**config.mk**
```make
export PLATFORM = sky130hd
export DESIGN_NAME = seq_booth_mult
export DESIGN_NICKNAME = d
export VERILOG_FILES = /design/src/rtl/seq_booth_mult.sv
export SDC_FILE = /design/constraint.sdc
export NUM_CORES = 1
export LEC_CHECK = 0
export BUFFER_PORTS_ARGS = -buffer_cell sky130_fd_sc_hd__buf_2
export CAP_MARGIN = 15
export CORE_MARGIN = 2
export CORE_UTILIZATION = 50
export DETAILED_ROUTE_END_ITERATION = 16
export GPL_TIMING_DRIVEN = 0
export PLACE_DENSITY = 0.78
export SLEW_MARGIN = 10
export SYNTH_ARGS = -nofsm -noshare
export SYNTH_HDL_FRONTEND = slang
export SYNTH_SLANG_ARGS = --single-unit
export TNS_END_PERCENT = 30
```
**constraint.sdc**
```tcl
create_clock -name clock -period 4.73 [get_ports clock]
set_input_delay 0.946 -clock clock [delete_from_list [all_inputs] [get_ports clock]]
set_output_delay 0.946 -clock clock [all_outputs]
set_load 0.03 [all_outputs]
```
**src/rtl/seq_booth_mult.sv**
```systemverilog
// Iterative radix-2 Booth multiplier, WIDTH x WIDTH -> 2*WIDTH, signed or unsigned.
// One Booth step per clock over WIDTH+1 steps; the result lands in hi/lo when entering DONE.
//
// state | meaning
// IDLE  | waiting for start; hi/lo hold the last result
// RUN   | one Booth step per edge, then the edge that registers the product
// DONE  | single cycle with done=1, hi/lo valid
module seq_booth_mult #(
    parameter int WIDTH = 32
) (
    input  logic             clock,
    input  logic             clear,
    input  logic             start,
    input  logic             signed_op,
    input  logic [WIDTH-1:0] a,
    input  logic [WIDTH-1:0] b,
    output logic             busy,
    output logic             done,
    output logic [WIDTH-1:0] hi,
    output logic [WIDTH-1:0] lo
);

    localparam int CW = $clog2(WIDTH + 2);
    localparam logic [CW-1:0] LAST = CW'(WIDTH + 1);

    typedef enum logic [1:0] {IDLE, RUN, DONE} state_t;

    state_t state, state_nxt;

    logic [WIDTH:0]        m;
    logic [WIDTH:0]        acc;
    logic [WIDTH:0]        q;
    logic                  q_1;
    logic [CW-1:0]         count;
    logic [WIDTH:0]        sum;
    logic [2*WIDTH+1:0]    full;
    logic                  steps_done;

    assign steps_done = (count == LAST);
    assign full       = {acc, q};

    always_ff @(posedge clock) begin
        if (clear) state <= IDLE;
        else       state <= state_nxt;
    end

    always_comb begin
        state_nxt = state;
        case (state)
            IDLE:    if (start) state_nxt = RUN;
            RUN:     if (steps_done) state_nxt = DONE;
            DONE:    state_nxt = IDLE;
            default: state_nxt = IDLE;
        endcase
    end

    always_comb begin
        busy = (state == RUN) || (state == DONE);
        done = (state == DONE);
    end

    always_comb begin
        case ({q[0], q_1})
            2'b01:   sum = acc + m;
            2'b10:   sum = acc - m;
            default: sum = acc;
        endcase
    end

    // After WIDTH+1 steps the full signed product sits in {acc, q}; only its low 2*WIDTH bits matter.
    always_ff @(posedge clock) begin
        if (clear) begin
            m     <= '0;
            acc   <= '0;
            q     <= '0;
            q_1   <= 1'b0;
            count <= '0;
            hi    <= '0;
            lo    <= '0;
        end else begin
            case (state)
                IDLE: begin
                    if (start) begin
                        m     <= {signed_op & a[WIDTH-1], a};
                        q     <= {signed_op & b[WIDTH-1], b};
                        acc   <= '0;
                        q_1   <= 1'b0;
                        count <= '0;
                    end
                end
                RUN: begin
                    if (!steps_done) begin
                        acc   <= {sum[WIDTH], sum[WIDTH:1]};
                        q     <= {sum[0], q[WIDTH:1]};
                        q_1   <= q[0];
                        count <= count + 1'b1;
                    end else begin
                        hi <= full[2*WIDTH-1:WIDTH];
                        lo <= full[WIDTH-1:0];
                    end
                end
                default: ;
            endcase
        end
    end

endmodule

```
==> flow_summary_export.csv, run 1 <==
group,metric,value,unit
logic_synthesis,syn_avg_cell_area,7.82,um2
clock_tree,clock_latency,450,ps
route,routed_wl,24900,um
finish,num-fill-cells,1562,
timing,tightest_slew,1080,ps
floorplanning,die_area,0.0184,mm2
route,drt_iter0_drc,948,
route,first_pass_iters,9,
grt,grt_pass1_vias,7870,
timing,setup_slack,260,ps
critical_path,r2r_setup_slack,260,ps
timing,max_freq,0.224,GHz
logic_synthesis,ys_seq_area_frac,0.394,
floorplanning,core-area,0.0171,mm2
clock_tree,hold_buffers,0,
placed_design,pre_cts_slack,-97.8,ps
power,vdd.ir_drop.worst,0.263,mV
critical_path,worst-path-buf-inv,1,
flow_run,maxCapViolations,0,
finish,areaGrowthSynthToFinish,17.7,%
critical_path,worstPathMaxFanout,10,
logic_synthesis,ys_top_cells_by_area,"dfxtp_1 (39%), nand2_1 (10%), a21oi_1 (9.2%), ha_1 (5.6%), xnor2_1 (4.6%)",
grt,antenna_found_initial,1,
critical_path,worstSetupPathType,"reg -> reg",
timing,period_share,0.945,
clock_tree,cts_tree,"yes",
critical_path,cp_slowest_cell,"clkbuf_1",
clock_tree,cts.clk_slew.worst_paths,70,ps
logic_synthesis,synth_cell_types,56,
placed_design,dp_hpwl,18300,um
floorplanning,die_h,136,um
critical_path,cp_top_family,"compound AO/OA/AOI/OAI gates",
grt,track_usage,0.268,
logic_synthesis,synth_edf_count,0,
clock_tree,cts_buffer_depth,2,
critical_path,slowest_delay,640,ps
power,leakage,0.00397,uW
timing,slew_headroom,0.272,
logic_synthesis,yosys.area.top_type_share,0.394,
logic_synthesis,syn-num-nets,1218,
logic_synthesis,synth_area_leader_cell,"dfxtp_1",
route,wl_per_cell,16.6,um
timing,drv_slew,0,
floorplanning,start_util,0.507,
route,viasPerCell,5.75,
logic_synthesis,synth_commonest_cells,"nand2_1 (240), dfxtp_1 (171), a21oi_1 (160)",
status,status,"completed",
clock_tree,h-tree-depth,4,
clock_tree,clock-sinks,171,
logic_synthesis,synth_flop_cell,"dfxtp_1",
critical_path,cp-end-kind,"register",
logic_synthesis,yosysWarnings,0,
logic_synthesis,synth.most_common_cell,"nand2_1",
route,antenna_left,0,
timing,finClkSkew,11.8,ps
route,drcViolationCount,0,
critical_path,startpoint_type,"register",
logic_synthesis,ys_ff_latch,171,
critical_path,crit_top_cell,"ha_1",
placed_design,gp_congestion,0.949,
timing,post-route-min-period,4470,ps
finish,drive_above_1_share,0.138,
power,power_density,354,mW/mm2
finish,final_nets,1370,
grt,grt_pass1_wl,39200,um
timing,whs,451,ps
clock_tree,cts_buffers,17,
worst_hold_path,hp-class,"reg -> reg",
route,vias,8626,
floorplanning,die_w,136,um
critical_path,critical_path_required,5070,ps
floorplanning,rows,48,
timing,rsz0062_at_grt,"false",
logic_synthesis,synth_cells,1110,
clock_tree,clockRootBuffer,"clkbuf_16",
floorplanning,pin_count,134,
placed_design,io_buffers,133,
logic_synthesis,synthesis.area,0.00868,mm2
grt,overflow,0,
logic_synthesis,async_flop_share,0,
timing,timing.final.hold_violations,0,
critical_path,cp.arrival,4810,ps
timing,setup-violations-final,0,
critical_path,crit_chain,"ha_1 -> clkbuf_1 -> a21oi_1 -> xnor2_1 -> ha_1 -> nand2_1 -> o21ai_0 -> or3_1 -> o21ai_1 -> o31a_1 -> or4b_1 -> a21o_1 -> and4b_1",
grt,grt_max_degree,19,
-- state kept, by name, indices dropped and copies added, names as in the netlist --
register	flops
m	33
state	2
lo	32
acc	32
hi	32
q_1	1
q	33
count	6
-- where the power goes --
group	total, uW	internal (uW)	switching [uW]	leakage (uW)
combinational	708	270	438	0.00231
sequential	1540	1490	51.6	0.00139
clock	1370	699	670	0.000266
-- through the flow --
step | total power [uW] | instances | area (um2) | util | TNS (ps)
after floorplan | 2070 | 1110 | 8680 | - | 0
after global placement | 2240 | 1468 | 9630 | 0.562 | -30.9
after detailed placement | 2250 | 1468 | 9630 | 0.562 | -106
after CTS | 3610 | 1500 | 10200 | 0.596 | 0
after global routing | 3750 | 1501 | 10200 | 0.597 | 0
final | 3610 | 1501 | 10200 | 0.597 | 0
-- worst reg2reg max path, stage by stage (launching register included) --
cell	delay [ps]
dfxtp_1	390
ha_1	480
clkbuf_1	650
a21oi_1	150
xnor2_1	210
ha_1	400
nand2_1	80
o21ai_0	430
or3_1	190
o21ai_1	110
o31a_1	320
or4b_1	590
a21o_1	190
and4b_1	190
-- routing by layer --
metal  global-route usage  part of all wire  routed length [um]  vias up
met5                    0                 0                   0        -
met4               0.0880             0.025                 624        0
met3               0.0509             0.086                2140       61
met2                0.429              0.46               11400      407
met1                0.364              0.43               10700     3923
li1                     -                 -                   -     4235
-- cells in the final DEF (no fill, tap or decap), types with 6 or more instances in the layout --
cell type  instances
and2_1             6
ha_1              39
o22ai_1            7
clkbuf_1          62
nand3_1           14
dfxtp_1          171
buf_2            133
a22oi_1           26
a222oi_1          32
a211oi_1           6
xor2_1            16
nand4_1            9
inv_1             24
a21oi_1          160
nand2_1          240
buf_1              6
clkbuf_16         17
o21ai_0           45
nor3_1            22
xnor2_1           46
a21o_1             9
nor2_1            91
a31oi_1            8
-- logic make-up (layout without fill, tap and decap cells) --
group	Yosys count	count (layout)	share of synthesized area
muxes	4	4	0.00461
adders and majority gates	40	40	0.0585
and+or+nand+nor	413	413	0.203
DFF	171	171	0.394
other	0	1	0
AOI/OAI and AO/OA	326	326	0.235
xor gates and xnor gates	63	63	0.0644
buffers and inverters	93	258	0.0407
-- final cells by class --
cell class	count	area [um2]	area share
Antenna cell	1	2.50	0.000245
Inverter	24	90.1	0.00881
Multi-Input combinational cell	846	4920	0.481
Clock buffer	17	425	0.0416
Buffer	69	263	0.0257
Tap cell	225	282	0.0275
Sequential cell	171	3420	0.335
Timing Repair Buffer	133	666	0.0651
Clock inverter	15	150	0.0147
-- timing repair --
| action | 4_1_cts | 5_1_grt |
|---|---|---|
| pin swaps | 0 | 0 |
| endpoints found under the setup margin | 2 | 5 |
| setup buffers | 0 | 0 |
| gates resized for setup | 1 | 1 |
-- path summary, 6_finish.rpt --
kind / start / endpoint / depth (start not counted)
max: q[0] / acc[30] / 13
max reg2reg: q[0] / acc[30] / 13
min: hi[19] / hi[19] / 2
min reg2reg: hi[19] / hi[19] / 2
No activity file was read; power rests on OpenSTA's default activity.
==> run 2: changes to the inputs <==
--- a/config.mk
+++ b/config.mk
@@ -5,13 +5,14 @@
 export SDC_FILE = /design/constraint.sdc
 export NUM_CORES = 1
 export LEC_CHECK = 0
+export ABC_AREA = 1
 export BUFFER_PORTS_ARGS = -buffer_cell sky130_fd_sc_hd__buf_2
 export CAP_MARGIN = 15
 export CORE_MARGIN = 2
 export CORE_UTILIZATION = 50
 export DETAILED_ROUTE_END_ITERATION = 16
 export GPL_TIMING_DRIVEN = 0
-export PLACE_DENSITY = 0.78
+export PLACE_DENSITY = 0.77
 export SLEW_MARGIN = 10
 export SYNTH_ARGS = -nofsm -noshare
 export SYNTH_HDL_FRONTEND = slang
==> run 2 against run 1 <==
Worst hold slack improved by 11 ps; critical path depth is 7 higher; setup slack better by 960 ps; utilization decreased by 0.58 points; cell count is 32% higher; maximum frequency increased by 27%; flip-flop and latch count unchanged; power grew 3.6%; clock skew is 0.73 ps lower; via count increased by 18%; die area is 14% higher; non-clock buffer count is 5 lower; critical endpoint is now acc[23]; highest routed layer unchanged.
==> flow_summary_export.csv, run 2 <==
group,metric,value,unit
status,status,"completed",
route,viasPerCell,5.12,
finish,top_regs,"m x33, q x33",
floorplanning,die_area,0.0209,mm2
route,drt_iter0_drc,789,
clock_tree,cts_setup_buffers,0,
logic_synthesis,yosysWarnings,0,
route,routed_wl,29100,um
floorplanning,start_util,0.508,
logic_synthesis,synth_cell_types,40,
critical_path,cp-end-kind,"register",
route,drcViolationCount,0,
finish,instances_no_fill,1982,
floorplanning,rows,51,
placed_design,dp_cells,1950,
logic_synthesis,synth_cells,1552,
critical_path,crit_chain,"inv_1 -> ha_1 -> nand4_2 -> nor2_2 -> nand2_1 -> nor3_2 -> nand2_2 -> nand2_4 -> xor2_1 -> ha_1 -> nand2_1 -> inv_1 -> nand2_1 -> nand3_1 -> a21oi_1 -> nand3_1 -> nand2_1 -> nand3_1 -> nand2_1 -> a21oi_1",
grt,track_usage,0.279,
timing,finClkSkew,11.0,ps
power,power,3740,uW
critical_path,cp_slowest_cell,"ha_1",
logic_synthesis,synth_commonest_cells,"nand2_1 (548), inv_1 (182), dfxtp_1 (171)",
finish,final_common_cell,"nand2_1",
timing,max_freq,0.285,GHz
grt,overflow,0,
finish,antenna_cells,0,
logic_synthesis,synth_xor_xnor_area_share,0.0328,
route,antenna_left,0,
finish,final_cell_mix,"nand2_1 (548), inv_1 (182), dfxtp_1 (171)",
critical_path,worstSetupPathType,"reg -> reg",
placed_design,pre_cts_slack,1310,ps
logic_synthesis,syn-num-nets,1660,
clock_tree,clock-sinks,171,
logic_synthesis,ys_seq_area_frac,0.346,
logic_synthesis,synthesis.area,0.00989,mm2
logic_synthesis,synth_compound_area_frac,0.144,
power,power_density,325,mW/mm2
clock_tree,cts_buffers,17,
critical_path,worstPathMaxFanout,5,
grt,grt_pass1_vias,8985,
clock_tree,ctsResizeCount,0,
timing,tightest_slew,809,ps
flow_run,maxCapViolations,0,
grt,top_usage_layer,"met2",
timing,timing.final.hold_violations,0,
logic_synthesis,synthSimpleGateAreaFrac,0.323,
critical_path,crit_top_cell,"nand2_1",
route,wl_per_cell,14.7,um
critical_path,cp.arrival,3820,ps
logic_synthesis,ys_ff_latch,171,
clock_tree,cts.clk_slew.worst_paths,70,ps
placed_design,io_buffers,133,
logic_synthesis,synth.mux.area_fraction,0,
timing,period_share,0.742,
timing,fin_tns_setup,0,ps
critical_path,slowest_delay,360,ps
logic_synthesis,synth_edf_count,0,
worst_hold_path,whs_path_depth,2,
timing,post-route-min-period,3510,ps
placed_design,gp_congestion,0.967,
critical_path,r2r_setup_slack,1220,ps
logic_synthesis,ys_top_cells_by_area,"dfxtp_1 (35%), nand2_1 (21%), a21oi_1 (7.9%), inv_1 (6.9%), nor2_1 (5.0%)",
finish,num-fill-cells,1893,
worst_hold_path,hp-class,"reg -> reg",
route,vias,10100,
route,first_pass_iters,5,
grt,grt_max_degree,18,
logic_synthesis,synth_fa_ha_area_frac,0.0513,
timing,drv_slew,0,
grt,antenna_found_initial,0,
finish,final_nets,1812,
grt,grt_pass1_wl,45300,um
logic_synthesis,synth_flop_cell,"dfxtp_1",
grt,use_met2,0.438,
grt,met1_usage,0.399,
clock_tree,cts_buffer_depth,2,
logic_synthesis,synth.most_common_cell,"nand2_1",
power,leakage,0.00544,uW
logic_synthesis,async_flop_share,0,
logic_synthesis,yosys.area.top_type_share,0.346,
floorplanning,die_w,145,um
logic_synthesis,syn_avg_cell_area,6.37,um2
finish,drive_above_1_share,0.132,
floorplanning,die_h,145,um
critical_path,startpoint_type,"register",
clock_tree,h-tree-depth,4,
grt,met3_usage,0.0480,
placed_design,dp_hpwl,22500,um
floorplanning,pin_count,134,
critical_path,critical_path_required,5040,ps
timing,setup-violations-final,0,
timing,slew_headroom,0.461,
finish,areaGrowthSynthToFinish,16.3,%
clock_tree,clock_latency,450,ps
timing,rsz0062_at_grt,"false",
logic_synthesis,synth_area_leader_cell,"dfxtp_1",
clock_tree,cts_tree,"yes",
critical_path,rr_worst_depth,20,
power,vdd.ir_drop.worst,0.266,mV
logic_synthesis,synth_top_family_by_area,"simple AND/OR/NAND/NOR gates",
clock_tree,clockRootBuffer,"clkbuf_16",
floorplanning,core-area,0.0195,mm2
timing,setup_slack,1220,ps
clock_tree,hold_buffers,0,
timing,whs,462,ps
run 2: changes by cell type after synthesis, moves of 40 or more:
cell,previous run,this run
nand2_1,240,548
inv_1,24,182
nand3_1,14,62
xnor2_1,46,2
nor2_1,91,131
run 2: kinds of logic (layout without fill, tap and decap cells):
family,after synthesis,in the layout
and+or+nand+nor,791,791
AOI/OAI and AO/OA,262,262
buffers and inverters,251,416
DFF,171,171
adders and majority gates,40,40
xor gates and xnor gates,37,37
run 2: path summary, 6_finish.rpt:
path,start,to
worst max-delay path,m[0],acc[23]
worst min-delay path,lo[7],lo[7]
worst max register to register,m[0],acc[23]
worst min register to register,lo[7],lo[7]
run 2: metal layers:
| metal | share of wire | routed length, um |
|---|---|---|
| met1 | 0.48 | 13800 |
| met2 | 0.44 | 12900 |
| met3 | 0.067 | 1940 |
| met4 | 0.013 | 369 |
| met5 | 0 | 0 |
run 2: critical path: cells and delay by family, from the launching register on:
| kind | cells | cell delay (ps) |
|---|---|---|
| AOI/OAI and AO/OA | 2 | 340 |
| and+or+nand+nor | 13 | 1600 |
| DFF | 1 | 330 |
| xor gates and xnor gates | 1 | 340 |
| adders and majority gates | 2 | 580 |
| buffers and inverters | 2 | 180 |
run 2: cell type report:
cell class | count | area, um2 | share of cell area
flip-flops and latches | 171 | 3420 | 0.297
multi-input cells | 1130 | 5460 | 0.474
inverters | 187 | 702 | 0.0610
clock inverters | 14 | 178 | 0.0154
plain buffers | 64 | 309 | 0.0269
clock buffers | 18 | 439 | 0.0382
well taps | 265 | 332 | 0.0288
repair buffers | 133 | 666 | 0.0578
run 2: stage by stage:
step | cell area [um2] | util
after floorplan | 9890 | -
after global placement | 10900 | 0.560
after detailed placement | 10900 | 0.560
after CTS | 11500 | 0.591
after global routing | 11500 | 0.591
final | 11500 | 0.591
run 2: report_power, final:
part | total (uW) | leakage, uW | internal (uW) | switching [uW]
combinational | 712 | 0.00374 | 230 | 482
clock | 1490 | 0.000305 | 816 | 676
sequential | 1540 | 0.00139 | 1490 | 50.1
==> run 3: changes to the inputs <==
--- a/config.mk
+++ b/config.mk
@@ -5,14 +5,14 @@
 export SDC_FILE = /design/constraint.sdc
 export NUM_CORES = 1
 export LEC_CHECK = 0
-export ABC_AREA = 1
+export ABC_AREA = 0
 export BUFFER_PORTS_ARGS = -buffer_cell sky130_fd_sc_hd__buf_2
 export CAP_MARGIN = 15
 export CORE_MARGIN = 2
 export CORE_UTILIZATION = 50
 export DETAILED_ROUTE_END_ITERATION = 16
 export GPL_TIMING_DRIVEN = 0
-export PLACE_DENSITY = 0.77
+export PLACE_DENSITY = 0.8
 export SLEW_MARGIN = 10
 export SYNTH_ARGS = -nofsm -noshare
 export SYNTH_HDL_FRONTEND = slang
==> constraint.sdc (replaced) <==
create_clock -name clock -period 3.1 [get_ports clock]
set_input_delay 0.62 -clock clock [delete_from_list [all_inputs] [get_ports clock]]
set_output_delay 0.62 -clock clock [all_outputs]
set_load 0.03 [all_outputs]
==> run 3 against run 2 <==
Largest power group unchanged; utilization up 4.2 points; flip-flop and latch count unchanged; clock power up 46%; critical endpoint is now acc[30]; via count is 11% lower; the flow now finishes with violations (negative setup slack); critical path type unchanged; first-iteration DRC count up 43%; setup slack worse by 2000 ps.
==> flow_summary_export.csv, run 3 (synthesized netlist as in run 1, its figures left out) <==
group,metric,value,unit
status,status,"finished with violations",
status,violations,"negative setup slack",
route,first_pass_iters,6,
timing,post-route-min-period,3870,ps
floorplanning,start_util,0.507,
placed_design,dp_cells,1468,
critical_path,slowest_delay,520,ps
critical_path,cp-end-kind,"register",
clock_tree,h-tree-depth,4,
clock_tree,cts.clk_slew.worst_paths,80,ps
timing,finClkSkew,15.4,ps
floorplanning,core-area,0.0171,mm2
clock_tree,cts_buffers,17,
grt,overflow,0,
timing,tightest_slew,988,ps
worst_hold_path,min-delay-start,"a[30]",
power,leakage,0.00426,uW
timing,drv_slew,0,
timing,rsz0062_at_grt,"true",
power,power,5830,uW
finish,post-route-util,0.633,
critical_path,cp.arrival,4200,ps
timing,slew_headroom,0.339,
grt,track_usage,0.281,
timing,setup_slack,-770,ps
floorplanning,die_area,0.0184,mm2
critical_path,timing.rr.start,"m[3]",
placed_design,pre_cts_slack,-1190,ps
placed_design,io_buffers,133,
worst_hold_path,whs_path_depth,3,
worst_hold_path,hp-class,"in -> reg",
finish,num-fill-cells,1507,
route,viasPerCell,5.88,
finish,antenna_cells,0,
route,dr_wl_met3,1970,um
floorplanning,die_w,136,um
finish,top_regs,"m x33, q x33",
route,drt_iter0_drc,1128,
route,highest_layer,"met4",
clock_tree,clock_latency,450,ps
clock_tree,clockRootBuffer,"clkbuf_16",
timing,period_share,1.25,
route,routed_wl,26700,um
clock_tree,cts_tree,"yes",
critical_path,worstPathMaxFanout,7,
power,vdd.ir_drop.worst,0.407,mV
flow_run,maxCapViolations,0,
timing,setup-violations-final,18,
critical_path,cp_slowest_cell,"or4b_4",
placed_design,gp_congestion,0.954,
route,dr_wl_met2,12400,um
finish,instances_no_fill,1534,
finish,final_common_cell,"nand2_1",
floorplanning,die_h,136,um
floorplanning,pin_count,134,
route,vias,9013,
timing,whs,403,ps
route,wl_met1,11200,um
clock_tree,clock-sinks,171,
route,wl_per_cell,17.4,um
placed_design,dp_hpwl,18600,um
critical_path,critical_path_required,3430,ps
finish,final_nets,1404,
floorplanning,rows,48,
critical_path,r2r-end,"acc[30]",
finish,areaGrowthSynthToFinish,24.9,%
timing,max_freq,0.258,GHz
critical_path,worstSetupPathType,"reg -> reg",
worst_hold_path,min_to,"m[30]",
critical_path,crit_chain,"or3_4 -> nor3b_4 -> buf_4 -> and4b_4 -> a21oi_1 -> xnor2_1 -> ha_1 -> nand4_1 -> o31a_1 -> or4b_4 -> a21o_1 -> and4b_1",
finish,drive_above_1_share,0.209,
timing,timing.final.hold_violations,0,
grt,antenna_found_initial,0,
power,power_density,538,mW/mm2
grt,grt_pass1_wl,40900,um
clock_tree,cts_buffer_depth,2,
clock_tree,hold_buffers,0,
finish,final_cell_mix,"nand2_1 (236), dfxtp_1 (162), a21oi_1 (146)",
critical_path,startpoint_type,"register",
route,drcViolationCount,0,
critical_path,rr_worst_depth,12,
grt,grt_max_degree,20,
grt,grt_pass1_vias,8325,
critical_path,r2r_setup_slack,-770,ps
route,antenna_left,0,
run 3: cell types whose count changed in the layout (fill, tap and decap cells not counted), moves of 23 or more:
cell	delta
xnor2_1	+42
buf_4	+30
inv_1	-158
a222oi_1	+32
nor2_1	-45
a31oi_1	-23
clkbuf_1	+25
nand2_1	-312
nand3_1	-48
run 3: worst max-delay path: cells and delay by family, from the launching register on:
kind	cells	cell delay [ps]
AND/OR/NAND/NOR	6	1890
AO/OA/AOI/OAI	3	690
adder cells (fa/ha/maj)	1	470
flip-flops	1	360
buffers and inverters	1	170
XOR/XNOR	1	170
run 3: cell type report:
class / instances / area (um2) / share of cell area
Sequential cell: 171 / 3440 / 0.317
Clock inverter: 14 / 168 / 0.0155
Multi-Input combinational cell: 846 / 5170 / 0.477
Clock buffer: 18 / 439 / 0.0405
Timing Repair Buffer: 170 / 962 / 0.0888
Tap cell: 225 / 282 / 0.0260
Buffer: 66 / 288 / 0.0265
Inverter: 24 / 90.1 / 0.00831
run 3: how the worst max path moves through the flow:
stage | start | to
6_report | m[3] | acc[30]
5_1_grt | m[9] | acc[29]
4_1_cts | m[9] | acc[30]
3_5_place_dp | q[0] | acc[30]
3_3_place_gp | q[0] | acc[30]
2_1_floorplan | m[6] | acc[30]
run 3: timing repair:
item / CTS / global route
setup endpoints to repair: 29 / 29
gates resized for setup: 53 / 33
pin swaps: 36 / 22
setup buffers: 25 / 12
run 3: per-stage QoR:
step,area [um2],TNS (ps)
floorplan,8730,-2250
global placement,9680,-18240
detailed placement,9680,-19180
CTS,10700,-8000
global route,10800,-11080
finish,10800,-8580
run 3: routing by layer:
layer | vias to the layer above | GRT usage
met2 | 431 | 0.449
met1 | 4206 | 0.364
met5 | - | 0
met4 | 0 | 0.140
met3 | 85 | 0.0516
li1 | 4291 | -
run 3: report_power, final:
part / switching (uW) / total, uW / internal, uW
Combinational: 758 / 1320 / 559
Sequential: 79.6 / 2350 / 2270
Clock: 1060 / 2170 / 1110
